**config.mk**
```make
export PLATFORM = sky130hd
export DESIGN_NAME = cache_seq_ctrl_flat
export DESIGN_NICKNAME = d
export VERILOG_FILES = /design/src/rtl/cache_seq_ctrl_if.sv /design/src/rtl/cache_seq_ctrl.sv /design/src/flat_wrapper.sv
export SDC_FILE = /design/constraint.sdc
export NUM_CORES = 1
export LEC_CHECK = 0
export BUFFER_PORTS_ARGS = -buffer_cell sky130_fd_sc_hd__buf_2
export CORE_MARGIN = 1
export CORE_UTILIZATION = 33
export DETAILED_ROUTE_END_ITERATION = 8
export PLACE_DENSITY = 0.54
export RECOVER_POWER = 50
export SYNTH_ARGS = -nofsm -noshare
export SYNTH_HDL_FRONTEND = slang
export SYNTH_SLANG_ARGS = --single-unit
```
**constraint.sdc**
```tcl
create_clock -name clock -period 2.6 [get_ports clock]
set_input_delay 0.13 -clock clock [delete_from_list [all_inputs] [get_ports clock]]
set_output_delay 0.13 -clock clock [all_outputs]
set_load 0.1 [all_outputs]
```
**src/rtl/cache_seq_ctrl_if.sv**
```systemverilog
// rtl/cache_seq_ctrl_if.sv - CPU request and backing-memory signal bundle for cache_seq_ctrl
//
// Groups the CPU request/response handshake and the memory port.
// The master modport is the requester/memory side. The slave modport is the controller side.
//   CPU:    req, wren, addr, wdata -> ready, done, rdata, hit, wrback
//   Memory: mem_req, mem_we, mem_addr, mem_wdata -> mem_rdata, mem_ack
interface cache_seq_ctrl_if #(
  parameter int TAG_W  = 3,
  parameter int IDX_W  = 2,
  parameter int DATA_W = 3
);
  logic                     req;
  logic                     wren;
  logic [TAG_W+IDX_W-1:0]   addr;
  logic [DATA_W-1:0]        wdata;
  logic                     ready;
  logic                     done;
  logic [DATA_W-1:0]        rdata;
  logic                     hit;
  logic                     wrback;
  logic                     mem_req;
  logic                     mem_we;
  logic [TAG_W+IDX_W-1:0]   mem_addr;
  logic [DATA_W-1:0]        mem_wdata;
  logic [DATA_W-1:0]        mem_rdata;
  logic                     mem_ack;

  modport master (
    output req, wren, addr, wdata, mem_rdata, mem_ack,
    input  ready, done, rdata, hit, wrback, mem_req, mem_we, mem_addr, mem_wdata
  );

  modport slave (
    input  req, wren, addr, wdata, mem_rdata, mem_ack,
    output ready, done, rdata, hit, wrback, mem_req, mem_we, mem_addr, mem_wdata
  );
endinterface

```
**src/rtl/cache_seq_ctrl.sv**
```systemverilog
// rtl/cache_seq_ctrl.sv - 2-way set-associative cache sequencing controller
//
// Owns the tag, valid, dirty, LRU and data arrays of a small write-back cache.
// It serves one CPU request at a time and issues write-back and fill transactions on a miss.
// Ports:
//   clock   single clock, all state updates on posedge
//   resetn  asynchronous active-low reset
//   bus     cache_seq_ctrl_if.slave (CPU handshake and memory port)
module cache_seq_ctrl #(
  parameter int TAG_W  = 3,
  parameter int IDX_W  = 2,
  parameter int DATA_W = 3
) (
  input  logic             clock,
  input  logic             resetn,
  cache_seq_ctrl_if.slave  bus
);
  localparam int ADDR_W = TAG_W + IDX_W;
  localparam int NSETS  = 1 << IDX_W;

  typedef enum logic [2:0] {
    S_IDLE   = 3'd0,
    S_LOOKUP = 3'd1,
    S_WRBACK = 3'd2,
    S_FILL   = 3'd3,
    S_DONE   = 3'd4
  } state_t;

  state_t              state_q, state_d;
  logic                wren_q, wren_d;
  logic [ADDR_W-1:0]   addr_q, addr_d;
  logic [DATA_W-1:0]   wdata_q, wdata_d;
  logic                victim_q, victim_d;
  logic [DATA_W-1:0]   rdata_q, rdata_d;
  logic                hit_q, hit_d;
  logic                wrback_q, wrback_d;
  logic                mem_req_q, mem_req_d;

  logic [TAG_W-1:0]    tag_q   [2][NSETS];
  logic [TAG_W-1:0]    tag_d   [2][NSETS];
  logic [DATA_W-1:0]   data_q  [2][NSETS];
  logic [DATA_W-1:0]   data_d  [2][NSETS];
  logic                valid_q [2][NSETS];
  logic                valid_d [2][NSETS];
  logic                dirty_q [2][NSETS];
  logic                dirty_d [2][NSETS];
  logic                lru_q   [NSETS];
  logic                lru_d   [NSETS];

  logic [IDX_W-1:0]    idx;
  logic [TAG_W-1:0]    tag;
  logic                hit0, hit1, vsel;

  // Install request raised by the FSM and applied after the case statement.
  // This lets the write-miss, write-back and fill paths share one update.
  logic                do_install;
  logic                inst_way;
  logic [DATA_W-1:0]   inst_data;
  logic                inst_dirty;

  assign idx  = addr_q[IDX_W-1:0];
  assign tag  = addr_q[ADDR_W-1:IDX_W];
  assign hit0 = valid_q[0][idx] && (tag_q[0][idx] == tag);
  assign hit1 = valid_q[1][idx] && (tag_q[1][idx] == tag);
  // Victim choice: an empty way0, then an empty way1, otherwise the LRU way.
  assign vsel = !valid_q[0][idx] ? 1'b0 :
                !valid_q[1][idx] ? 1'b1 : lru_q[idx];

  always_ff @(posedge clock or negedge resetn) begin
    if (!resetn) begin
      state_q   <= S_IDLE;
      wren_q    <= 1'b0;
      addr_q    <= '0;
      wdata_q   <= '0;
      victim_q  <= 1'b0;
      rdata_q   <= '0;
      hit_q     <= 1'b0;
      wrback_q  <= 1'b0;
      mem_req_q <= 1'b0;
      for (int w = 0; w < 2; w++) begin
        for (int s = 0; s < NSETS; s++) begin
          tag_q[w][s]   <= '0;
          data_q[w][s]  <= '0;
          valid_q[w][s] <= 1'b0;
          dirty_q[w][s] <= 1'b0;
        end
      end
      for (int s = 0; s < NSETS; s++) begin
        lru_q[s] <= 1'b0;
      end
    end else begin
      state_q   <= state_d;
      wren_q    <= wren_d;
      addr_q    <= addr_d;
      wdata_q   <= wdata_d;
      victim_q  <= victim_d;
      rdata_q   <= rdata_d;
      hit_q     <= hit_d;
      wrback_q  <= wrback_d;
      mem_req_q <= mem_req_d;
      tag_q     <= tag_d;
      data_q    <= data_d;
      valid_q   <= valid_d;
      dirty_q   <= dirty_d;
      lru_q     <= lru_d;
    end
  end

  always_comb begin
    state_d    = state_q;
    wren_d     = wren_q;
    addr_d     = addr_q;
    wdata_d    = wdata_q;
    victim_d   = victim_q;
    rdata_d    = rdata_q;
    hit_d      = hit_q;
    wrback_d   = wrback_q;
    mem_req_d  = mem_req_q;
    tag_d      = tag_q;
    data_d     = data_q;
    valid_d    = valid_q;
    dirty_d    = dirty_q;
    lru_d      = lru_q;
    do_install = 1'b0;
    inst_way   = 1'b0;
    inst_data  = '0;
    inst_dirty = 1'b0;

    unique case (state_q)
      S_IDLE: begin
        if (bus.req) begin
          wren_d   = bus.wren;
          addr_d   = bus.addr;
          wdata_d  = bus.wdata;
          hit_d    = 1'b0;
          wrback_d = 1'b0;
          state_d  = S_LOOKUP;
        end
      end
      S_LOOKUP: begin
        if (hit0 || hit1) begin
          inst_way = hit0 ? 1'b0 : 1'b1;
          if (wren_q) begin
            data_d[inst_way][idx]  = wdata_q;
            dirty_d[inst_way][idx] = 1'b1;
            rdata_d                = wdata_q;
          end else begin
            rdata_d = data_q[inst_way][idx];
          end
          lru_d[idx] = ~inst_way;
          hit_d      = 1'b1;
          state_d    = S_DONE;
        end else begin
          victim_d = vsel;
          if (valid_q[vsel][idx] && dirty_q[vsel][idx]) begin
            mem_req_d = 1'b1;
            state_d   = S_WRBACK;
          end else if (!wren_q) begin
            mem_req_d = 1'b1;
            state_d   = S_FILL;
          end else begin
            // A write miss into a clean or empty way needs no fill because the line is one word.
            do_install = 1'b1;
            inst_way   = vsel;
            inst_data  = wdata_q;
            inst_dirty = 1'b1;
            state_d    = S_DONE;
          end
        end
      end
      S_WRBACK: begin
        if (bus.mem_ack) begin
          mem_req_d                 = 1'b0;
          wrback_d                  = 1'b1;
          dirty_d[victim_q][idx]    = 1'b0;
          if (wren_q) begin
            do_install = 1'b1;
            inst_way   = victim_q;
            inst_data  = wdata_q;
            inst_dirty = 1'b1;
            state_d    = S_DONE;
          end else begin
            // FILL is entered with mem_req low. This gives the gap cycle between transactions.
            state_d = S_FILL;
          end
        end
      end
      S_FILL: begin
        if (!mem_req_q) begin
          mem_req_d = 1'b1;
        end else if (bus.mem_ack) begin
          mem_req_d  = 1'b0;
          do_install = 1'b1;
          inst_way   = victim_q;
          inst_data  = bus.mem_rdata;
          inst_dirty = 1'b0;
          state_d    = S_DONE;
        end
      end
      S_DONE: begin
        state_d = S_IDLE;
      end
      default: begin
        state_d = S_IDLE;
      end
    endcase

    if (do_install) begin
      tag_d[inst_way][idx]   = tag;
      data_d[inst_way][idx]  = inst_data;
      valid_d[inst_way][idx] = 1'b1;
      dirty_d[inst_way][idx] = inst_dirty;
      lru_d[idx]             = ~inst_way;
      rdata_d                = inst_data;
    end
  end

  assign bus.ready   = (state_q == S_IDLE);
  assign bus.done    = (state_q == S_DONE);
  assign bus.rdata   = rdata_q;
  assign bus.hit     = hit_q;
  assign bus.wrback  = wrback_q;
  assign bus.mem_req = mem_req_q;
  assign bus.mem_we  = (state_q == S_WRBACK);

  always_comb begin
    bus.mem_addr  = '0;
    bus.mem_wdata = '0;
    if (state_q == S_WRBACK) begin
      bus.mem_addr  = {tag_q[victim_q][idx], idx};
      bus.mem_wdata = data_q[victim_q][idx];
    end else if (state_q == S_FILL) begin
      bus.mem_addr = addr_q;
    end
  end
endmodule

```
**src/flat_wrapper.sv**
```systemverilog
// flat-port wrapper written by rule: the top's interface ports become plain ports
module cache_seq_ctrl_flat 
#(
  parameter int TAG_W  = 3,
  parameter int IDX_W  = 2,
  parameter int DATA_W = 3
)
  (clock, resetn, bus_req, bus_wren, bus_addr, bus_wdata, bus_mem_rdata, bus_mem_ack, bus_ready, bus_done, bus_rdata, bus_hit, bus_wrback, bus_mem_req, bus_mem_we, bus_mem_addr, bus_mem_wdata);
  cache_seq_ctrl_if #(.TAG_W(TAG_W), .IDX_W(IDX_W), .DATA_W(DATA_W)) bus_i ();
  input  logic clock;
  input  logic resetn;
  input wire logic [$bits(bus_i.req)-1:0] bus_req;
  input wire logic [$bits(bus_i.wren)-1:0] bus_wren;
  input wire logic [$bits(bus_i.addr)-1:0] bus_addr;
  input wire logic [$bits(bus_i.wdata)-1:0] bus_wdata;
  input wire logic [$bits(bus_i.mem_rdata)-1:0] bus_mem_rdata;
  input wire logic [$bits(bus_i.mem_ack)-1:0] bus_mem_ack;
  output wire logic [$bits(bus_i.ready)-1:0] bus_ready;
  output wire logic [$bits(bus_i.done)-1:0] bus_done;
  output wire logic [$bits(bus_i.rdata)-1:0] bus_rdata;
  output wire logic [$bits(bus_i.hit)-1:0] bus_hit;
  output wire logic [$bits(bus_i.wrback)-1:0] bus_wrback;
  output wire logic [$bits(bus_i.mem_req)-1:0] bus_mem_req;
  output wire logic [$bits(bus_i.mem_we)-1:0] bus_mem_we;
  output wire logic [$bits(bus_i.mem_addr)-1:0] bus_mem_addr;
  output wire logic [$bits(bus_i.mem_wdata)-1:0] bus_mem_wdata;
  assign bus_i.req = bus_req;
  assign bus_i.wren = bus_wren;
  assign bus_i.addr = bus_addr;
  assign bus_i.wdata = bus_wdata;
  assign bus_i.mem_rdata = bus_mem_rdata;
  assign bus_i.mem_ack = bus_mem_ack;
  assign bus_ready = bus_i.ready;
  assign bus_done = bus_i.done;
  assign bus_rdata = bus_i.rdata;
  assign bus_hit = bus_i.hit;
  assign bus_wrback = bus_i.wrback;
  assign bus_mem_req = bus_i.mem_req;
  assign bus_mem_we = bus_i.mem_we;
  assign bus_mem_addr = bus_i.mem_addr;
  assign bus_mem_wdata = bus_i.mem_wdata;
  cache_seq_ctrl #(.TAG_W(TAG_W), .IDX_W(IDX_W), .DATA_W(DATA_W)) u_core (.clock(clock), .resetn(resetn), .bus(bus_i));
endmodule
```
## Word-level counts from Yosys, hierarchy flattened

Cells that the tools add are included.

- Order comparisons: 9
- Eq/ne operators: 13
- Mux-type cells: 130
- Bitwise operators: 11
- Reductions and logical operators: 21

Operators with widths:

| kind | number |
|---|---|
| 12-bit 2-to-1 mux | 11 |
| 24-bit 2-to-1 mux | 4 |
| 3-bit 2-to-1 mux | 29 |
| 24-bit bitwise mux | 3 |
| 4-bit 2-to-1 mux | 12 |
| 1-bit 2-to-1 mux | 36 |
| 8-bit 2-to-1 mux | 4 |
| 3-bit binary-select mux with 2-bit select | 5 |
| 12-bit demux with 1-bit select | 2 |
| 8-bit bitwise OR | 2 |
| 8-bit case mux with 2 select lines | 1 |
| 4-bit demux with 1-bit select | 3 |
| 3-bit case mux with 4 select lines | 1 |
| 1-bit binary-select mux with 2-bit select | 5 |
| 5-bit 2-to-1 mux | 2 |
| 1-bit case mux with 3 select lines | 3 |
| 3-bit case mux with 3 select lines | 1 |
| 8-bit AND | 1 |
| 4-bit bitwise mux | 2 |
| 8-bit bitwise mux | 1 |
| 2-bit greater-or-equal comparator (second input constant) | 4 |
| 2-bit != test (second input constant) | 4 |
| 1-bit inverter with 2-bit output | 4 |
| 8-bit inverter | 1 |
| 22 further kinds | 43 |

- Flip-flop bits (word level): 87
- Input bits: 16
- Word-level logic and storage cells: 229

## Longest topological paths before layout

Gate-level depths: netlist of run 1.

- Depth after elaboration: 24
- Depth in mapped cells: 10
- Gate-level depth less buffers: 7

## Least setup slack after synthesis of run 1

No wires, ideal clock.

- Path kind: register -> register
- Start: reg u_core.state_q[0]
- End: reg u_core.addr_q[1]
- Setup time: 125 ps
- Data arrival time: 3598 ps
- Slack: -1123 ps
- Stages on the path, launching flop included: 5
- Path buffers: 1
- Path through: dfrtp_1 -> nor3_1 -> and2_1 -> clkbuf_1 -> mux2_2

- Word-level cells in the longest chain between the ends: 2

RTL lines:

| what | RTL line | source |
|---|---|---|
| from (decl) | cache_seq_ctrl.sv:29 | `state_t state_q, state_d;` |
| from (signal assigned) | cache_seq_ctrl.sv:92 | `state_q <= state_d;` |
| 3-bit zero test | - |  |
| net bus_ready | flat_wrapper.sv:18 | `output wire logic [$bits(bus_i.ready)-1:0] bus_ready;` |
| 2-bit AND reduction (no line) | - |  |
| to (signal assigned) | cache_seq_ctrl.sv:94 | `addr_q <= addr_d;` |
| to (decl) | cache_seq_ctrl.sv:31 | `logic [ADDR_W-1:0] addr_q, addr_d;` |

The timed path passes the listed nets, and every way through them passes these cells.
A chain may end at the register's enable or synchronous reset.

==> metrics.cfg, run 1 <==
[global_route]
grt_pass1_wl_um = 19200
grt_usage = 0.179
gr-total-overflow = 0
gr-usage-met1 = 0.236
grt_use_met3 = 0.0256
antenna_found_initial = 0
busiest_layer = met2
grt_pass1_vias = 3576
grtUsageMet2 = 0.296
grt_start_max_net_pins = 88

[synth]
yosysSeqAreaShare = 0.487
synth_top_flop_cell = dfrtp_1
async_reset_ff_frac = 1.00
avgSynthCellArea_um2 = 12.1
synth.distinct_cells = 52
synthCells = 371
syn_area_um2 = 4470
yosysWarnings = 0
synth_enable_flop_cells = 0
syn_nets = 387
ys_ff_latch = 87

[sta]
period_share = 1.05
setup_viol = 62
fin_skew_ns = 0.00512
fmax_mhz = 367
worst_pin_slew_ns = 2.20
period_needed_ns = 2.72
finalWorstSetupSlack_ns = -0.122
slew_headroom = -0.468
hold_violations = 0
rsz0062_at_grt = true
slew_violations = 88
tns_ns = -4.38

[finish]
final_common_cell = dfrtp_1
most-common-layout-cells = 86 x dfrtp_1, 48 x buf_4, 28 x buf_2
nets = 468
area_delta_synth_final_pct = 35.0
layout-drive-gt1-share = 0.490
n_fill_cell = 1214
instances_no_fill = 633
diodes = 0

[place]
placedCellCount = 608
port_buffers = 32
place_ws_ns = -0.253
gp_congestion = 0.815
place_hpwl_um = 8490

[clock_network]
h-tree-depth = 3
clk_pin_slew_ns = 0.06
cts_buffers = 9
cts.hold.buffers_added = 0
cts.sink_count = 87
cts_tree = done
clk_latency_ns = 0.35
clock_path_buffers = 2
clockRootBuffer = clkbuf_16

[critical_path]
crit_type = flip-flop to flip-flop
worst-path-max-fanout = 5
cp_slowest_stage_delay_ns = 0.55
cp-end-kind = flip-flop
crit_path_cell_trace = buf_6 > mux4_2 > xor2_2 > nor4_4 > buf_4 > nor3_4 > o21ba_4 > buf_8 > a21boi_4 > o22ai_1
startpoint_type = flip-flop
arrival_ns = 2.92
critPathRequiredTime_ns = 2.80
cp_slowest_cell = mux4_2

[run]
drv_cap = 1

[routing]
first_pass_iters = 4
drc = 0
wirelength_um = 12100
drt-initial-drc-count = 209
routedWlPerCell_um = 19.2
vias_per_cell = 5.31
ant_nets = 0
num_vias = 3364

[pwr]
vdd_ir_drop_max_mv = 0.586
fin_total_pwr_uw = 8910
clkPwrFrac = 0.147
p_int_uw = 4990
switching_share = 0.440
p_per_area_nw_per_um2 = 1470
leakage_uw = 0.00257
power_frac_seq = 0.282
p_switching_uw = 3920
combPwrFrac = 0.572

[die]
num_io_pins = 33
start_util = 0.338
die_area_um2 = 14000
rows = 42
core_area_um2 = 13200
die_y_um = 118
fp.dieW_um = 118

[status]
status = finished with violations
violations = max-capacitance violations, max-slew violations, negative setup slack

[worst_hold_path]
hold_class = input port to flip-flop

timing repair:
action	CTS	global route
setup endpoints to repair	67	68
pin swaps	15	25
resized for setup	42	53
setup buffers	3	6
synth_stat cells (all sizes together), types with 2 or more instances:
| master | n | area, um2 |
|---|---|---|
| a211oi | 2 | 15.0 |
| a21boi | 2 | 18.8 |
| a21oi | 24 | 158 |
| a22o | 3 | 35.0 |
| a22oi | 4 | 45.1 |
| a2bb2oi | 12 | 105 |
| a31oi | 5 | 31.3 |
| and2 | 5 | 31.3 |
| and3 | 2 | 12.5 |
| buf | 6 | 41.3 |
| clkbuf | 13 | 48.8 |
| dfrtp | 87 | 2180 |
| inv | 9 | 33.8 |
| mux2 | 33 | 372 |
| mux2i | 6 | 60.1 |
| mux4 | 21 | 473 |
| nand2 | 30 | 123 |
| nand2b | 13 | 81.3 |
| nand3 | 4 | 20.0 |
| nor2 | 16 | 60.1 |
| nor2b | 3 | 18.8 |
| nor3 | 3 | 26.3 |
| o211ai | 3 | 22.5 |
| o21ai | 26 | 130 |
| o22a | 12 | 105 |
| o22ai | 5 | 31.3 |
| o2bb2ai | 3 | 26.3 |
| or2 | 2 | 12.5 |
| xnor2 | 3 | 26.3 |
| xor2 | 3 | 26.3 |
cell type report:
type	instances	area, um2	area share
tap	176	220	0.0364
clock inverter	3	42.5	0.00704
clock buffer	13	250	0.0414
inverter	10	37.5	0.00621
multi-input combinational	255	2630	0.435
sequential	87	2180	0.361
timing repair buffer	89	683	0.113
worst max-delay path: cells and delay by family, from the launching register on:
family / cells / cell delay (ns)
buf+inv: 3 / 0.49
compound gates: 3 / 0.58
flops: 1 / 0.36
xor+xnor: 1 / 0.18
simple gates: 2 / 0.41
mux: 1 / 0.55
flip-flops by register name (all words and copies together) (netlist names):
register,cells
u_core.addr_q,5
u_core.dirty_q,8
u_core.bus.hit,1
u_core.lru_q,4
u_core.bus.mem_req,1
u_core.valid_q,8
u_core.data_q,24
u_core.wren_q,1
u_core.state_q,3
u_core.tag_q,24
u_core.bus.rdata,3
u_core.victim_q,1
u_core.bus.wrback,1
u_core.wdata_q,3
stage by stage:
| step | util | hold slack, ns | cell area (um2) |
|---|---|---|---|
| after floorplan | - | -0.166 | 4520 |
| after global placement | 0.395 | 0.362 | 5230 |
| after detailed placement | 0.395 | 0.367 | 5230 |
| after CTS | 0.435 | 0.00749 | 5760 |
| after global routing | 0.456 | 0.0225 | 6040 |
| final | 0.456 | 0.0151 | 6040 |
cell families after synthesis:
family                 share of synthesized area
buffers and inverters                     0.0285
flip-flops                                 0.487
AND/OR/NAND/NOR                           0.0959
XOR/XNOR                                  0.0117
multiplexers                               0.202
AO/OA/AOI/OAI                              0.175
per-layer routing:
| metal | vias up | routed length, um |
|---|---|---|
| met4 | 0 | 223 |
| li1 | 1539 | - |
| met2 | 72 | 5970 |
| met5 | - | 0 |
| met3 | 14 | 335 |
| met1 | 1739 | 5610 |
power groups by stage:
stage / combinational [uW] / clock (uW) / sequential (uW)
6_report: 5090 / 1310 / 2510
5_1_grt: 5420 / 1380 / 2580
4_1_cts: 4700 / 1320 / 2480
3_5_place_dp: 4480 / 0 / 2470
3_3_place_gp: 4410 / 0 / 2460
2_1_floorplan: 2980 / 0 / 2570
worst paths after layout:
path                                      to  slack, ns  cells past startpoint         startpoint
setup / recovery           u_core.dirty_q[6]      -0.12                     10   u_core.addr_q[0]
hold / removal              u_core.addr_q[3]       0.02                      2        bus_addr[3]
setup reg to reg           u_core.dirty_q[6]      -0.12                     10   u_core.addr_q[0]
hold reg to reg            u_core.valid_q[6]       0.47                      1  u_core.valid_q[6]
max in group asynchronous   u_core.addr_q[1]       0.71                      1             resetn
min in group asynchronous  u_core.dirty_q[7]       0.44                      1             resetn
Note: power is estimated with default switching activity, not from simulation.
==> inputs of run 2 (changes only) <==
--- a/config.mk
+++ b/config.mk
@@ -9,8 +9,9 @@
 export CORE_MARGIN = 1
 export CORE_UTILIZATION = 33
 export DETAILED_ROUTE_END_ITERATION = 8
-export PLACE_DENSITY = 0.54
+export PLACE_DENSITY_LB_ADDON = 0.08
 export RECOVER_POWER = 50
 export SYNTH_ARGS = -nofsm -noshare
 export SYNTH_HDL_FRONTEND = slang
 export SYNTH_SLANG_ARGS = --single-unit
+export TNS_END_PERCENT = 30
==> run 2 against run 1 <==
The run ends with negative setup slack left. Worst hold slack got worse by 0.0046 ns. Wire length is 6.0% higher. Fmax rose by 0.66%. Global-route usage rose by 2.0 points. Register-to-register slack better by 0.02 ns. Critical path type unchanged.
==> metrics.cfg, run 2 (synthesis gave the netlist of run 1 again) <==
[status]
status = finished with violations
violations = negative setup slack

[finish]
diodes = 0
final_common_cell = dfrtp_1
n_fill_cell = 1268
final_cell_area_um2 = 6000
most-common-layout-cells = 85 x dfrtp_1, 54 x buf_4, 28 x buf_2
area_delta_synth_final_pct = 34.0
largestRegisters = u_core.data_q: 24 flops, u_core.tag_q: 24 flops
instances_no_fill = 642
layout-drive-gt1-share = 0.474
nets = 477

[run]
drv_cap = 0

[die]
num_io_pins = 33
start_util = 0.338
core_area_um2 = 13200
die_area_um2 = 14000
die_y_um = 118
fp.dieW_um = 118
rows = 42

[sta]
hold_violations = 0
fmax_mhz = 370
fin_skew_ns = 0.00885
slew_violations = 0
slew_headroom = 0.235
finalWorstSetupSlack_ns = -0.104
rsz0062_at_grt = true
setup_viol = 54
period_share = 1.04
whs_ns = 0.0105
period_needed_ns = 2.70
worst_pin_slew_ns = 1.15

[place]
gp_congestion = 0.807
placedCellCount = 612
port_buffers = 32
place_hpwl_um = 9500
placed_area_um2 = 5260

[critical_path]
startpoint_type = flip-flop
crit_type = flip-flop to flip-flop
worst-path-max-fanout = 5
arrival_ns = 2.98
cp_slowest_cell = mux4_2
critPathRequiredTime_ns = 2.88
crit_path_cell_trace = buf_6 > buf_6 > mux4_2 > buf_6 > inv_4 > nor4_4 > buf_4 > o31ai_2 > buf_4 > a22oi_2 > buf_4 > o2bb2ai_4 > a2bb2oi_2
cp_slowest_stage_delay_ns = 0.54
cp-end-kind = flip-flop

[global_route]
grt_pass1_vias = 3460
grt_start_max_net_pins = 52
grt_usage = 0.199
gr-total-overflow = 0
grt_pass1_wl_um = 20900
antenna_found_initial = 0

[routing]
top_layer = met4
wl_met2_um = 6280
routedWlPerCell_um = 20.0
drc = 0
drt-initial-drc-count = 184
wirelength_um = 12900
wl_met1_um = 6060
ant_nets = 0
first_pass_iters = 4
vias_per_cell = 5.26
num_vias = 3379
wl_met3_um = 272

[pwr]
p_per_area_nw_per_um2 = 1490
leakage_uw = 0.00254
vdd_ir_drop_max_mv = 0.422
fin_total_pwr_uw = 8930

[clock_network]
clockRootBuffer = clkbuf_16
cts.sink_count = 87
cts_tree = done
clk_pin_slew_ns = 0.07
clk_latency_ns = 0.35
clock_path_buffers = 2
cts_buffers = 9
h-tree-depth = 3

[worst_hold_path]
hold_class = input port to flip-flop

## run 2: cell count changes in the layout (fill, tap and decap cells not counted), moves of 3 or more
cell,before,now
mux2_4,18,12
a21oi_1,10,13
nand2_2,2,5
o21ai_1,7,1
clkbuf_1,3,0
nor2_2,6,2
mux2_2,13,18
nor2_1,10,14
buf_4,48,54
o21ai_0,19,24
a31oi_1,2,5
a31oi_2,3,0
## run 2: layout make-up
cell class	count	area [um2]	area share
Multi-Input combinational cell	255	2490	0.415
Sequential cell	87	2180	0.364
Timing Repair Buffer	98	761	0.127
Clock buffer	9	225	0.0376
Tap cell	176	220	0.0367
Clock inverter	7	81.3	0.0136
Inverter	10	40.0	0.00668
## run 2: timing repair
action / CTS / global route
endpoints found under the hold margin: 37 / 0
resized for setup: 51 / 19
buffers inserted: 8 / 6
gates cloned: 0 / 0
hold buffers: 2 / 0
setup endpoints to repair: 66 / 68
pin swaps: 26 / 7
## run 2: report_power, final
part / switching [uW] / internal (uW) / leakage, uW / total (uW)
sequential: 571 / 1970 / 0.00102 / 2540
clock: 594 / 757 / 0.000140 / 1350
combinational: 2770 / 2270 / 0.00137 / 5040
total: 3930 / 5000 / 0.00254 / 8930
## run 2: layer usage
layer / track usage / vias to the layer above
met2: 0.312 / 43
met1: 0.276 / 1751
li1: - / 1569
met3: 0.0396 / 16
met4: 0.0665 / 0
met5: 0 / -
## run 2: path summary, 6_finish.rpt
kind,from,end,slack (ns),depth (start not counted)
max in group asynchronous,resetn,u_core.addr_q[0],0.41,3
worst max register to register,u_core.addr_q[0],u_core.data_q[8],-0.10,13
worst min register to register,u_core.valid_q[7],u_core.valid_q[7],0.47,1
worst max-delay path,u_core.addr_q[0],u_core.data_q[8],-0.10,13
min in group asynchronous,resetn,u_core.victim_q,0.45,2
worst min-delay path,bus_addr[1],u_core.addr_q[1],0.01,2
## run 2: stage by stage
stage | util | TNS [ns] | setup WS, ns
CTS | 0.443 | -5.01 | -0.134
global placement | 0.397 | -10.33 | -0.251
global route | 0.453 | -10.33 | -0.220
detailed placement | 0.397 | -12.81 | -0.274
finish | 0.453 | -3.52 | -0.104
floorplan | - | -2.73 | -0.158
## run 2: worst max-delay path: cells and delay by family (launching register included)
kind                   cells  cell delay, ns
AO/OA/AOI/OAI              4            0.67
flip-flops                 1            0.42
AND/OR/NAND/NOR            1            0.04
buffers and inverters      7            0.97
multiplexers               1            0.54
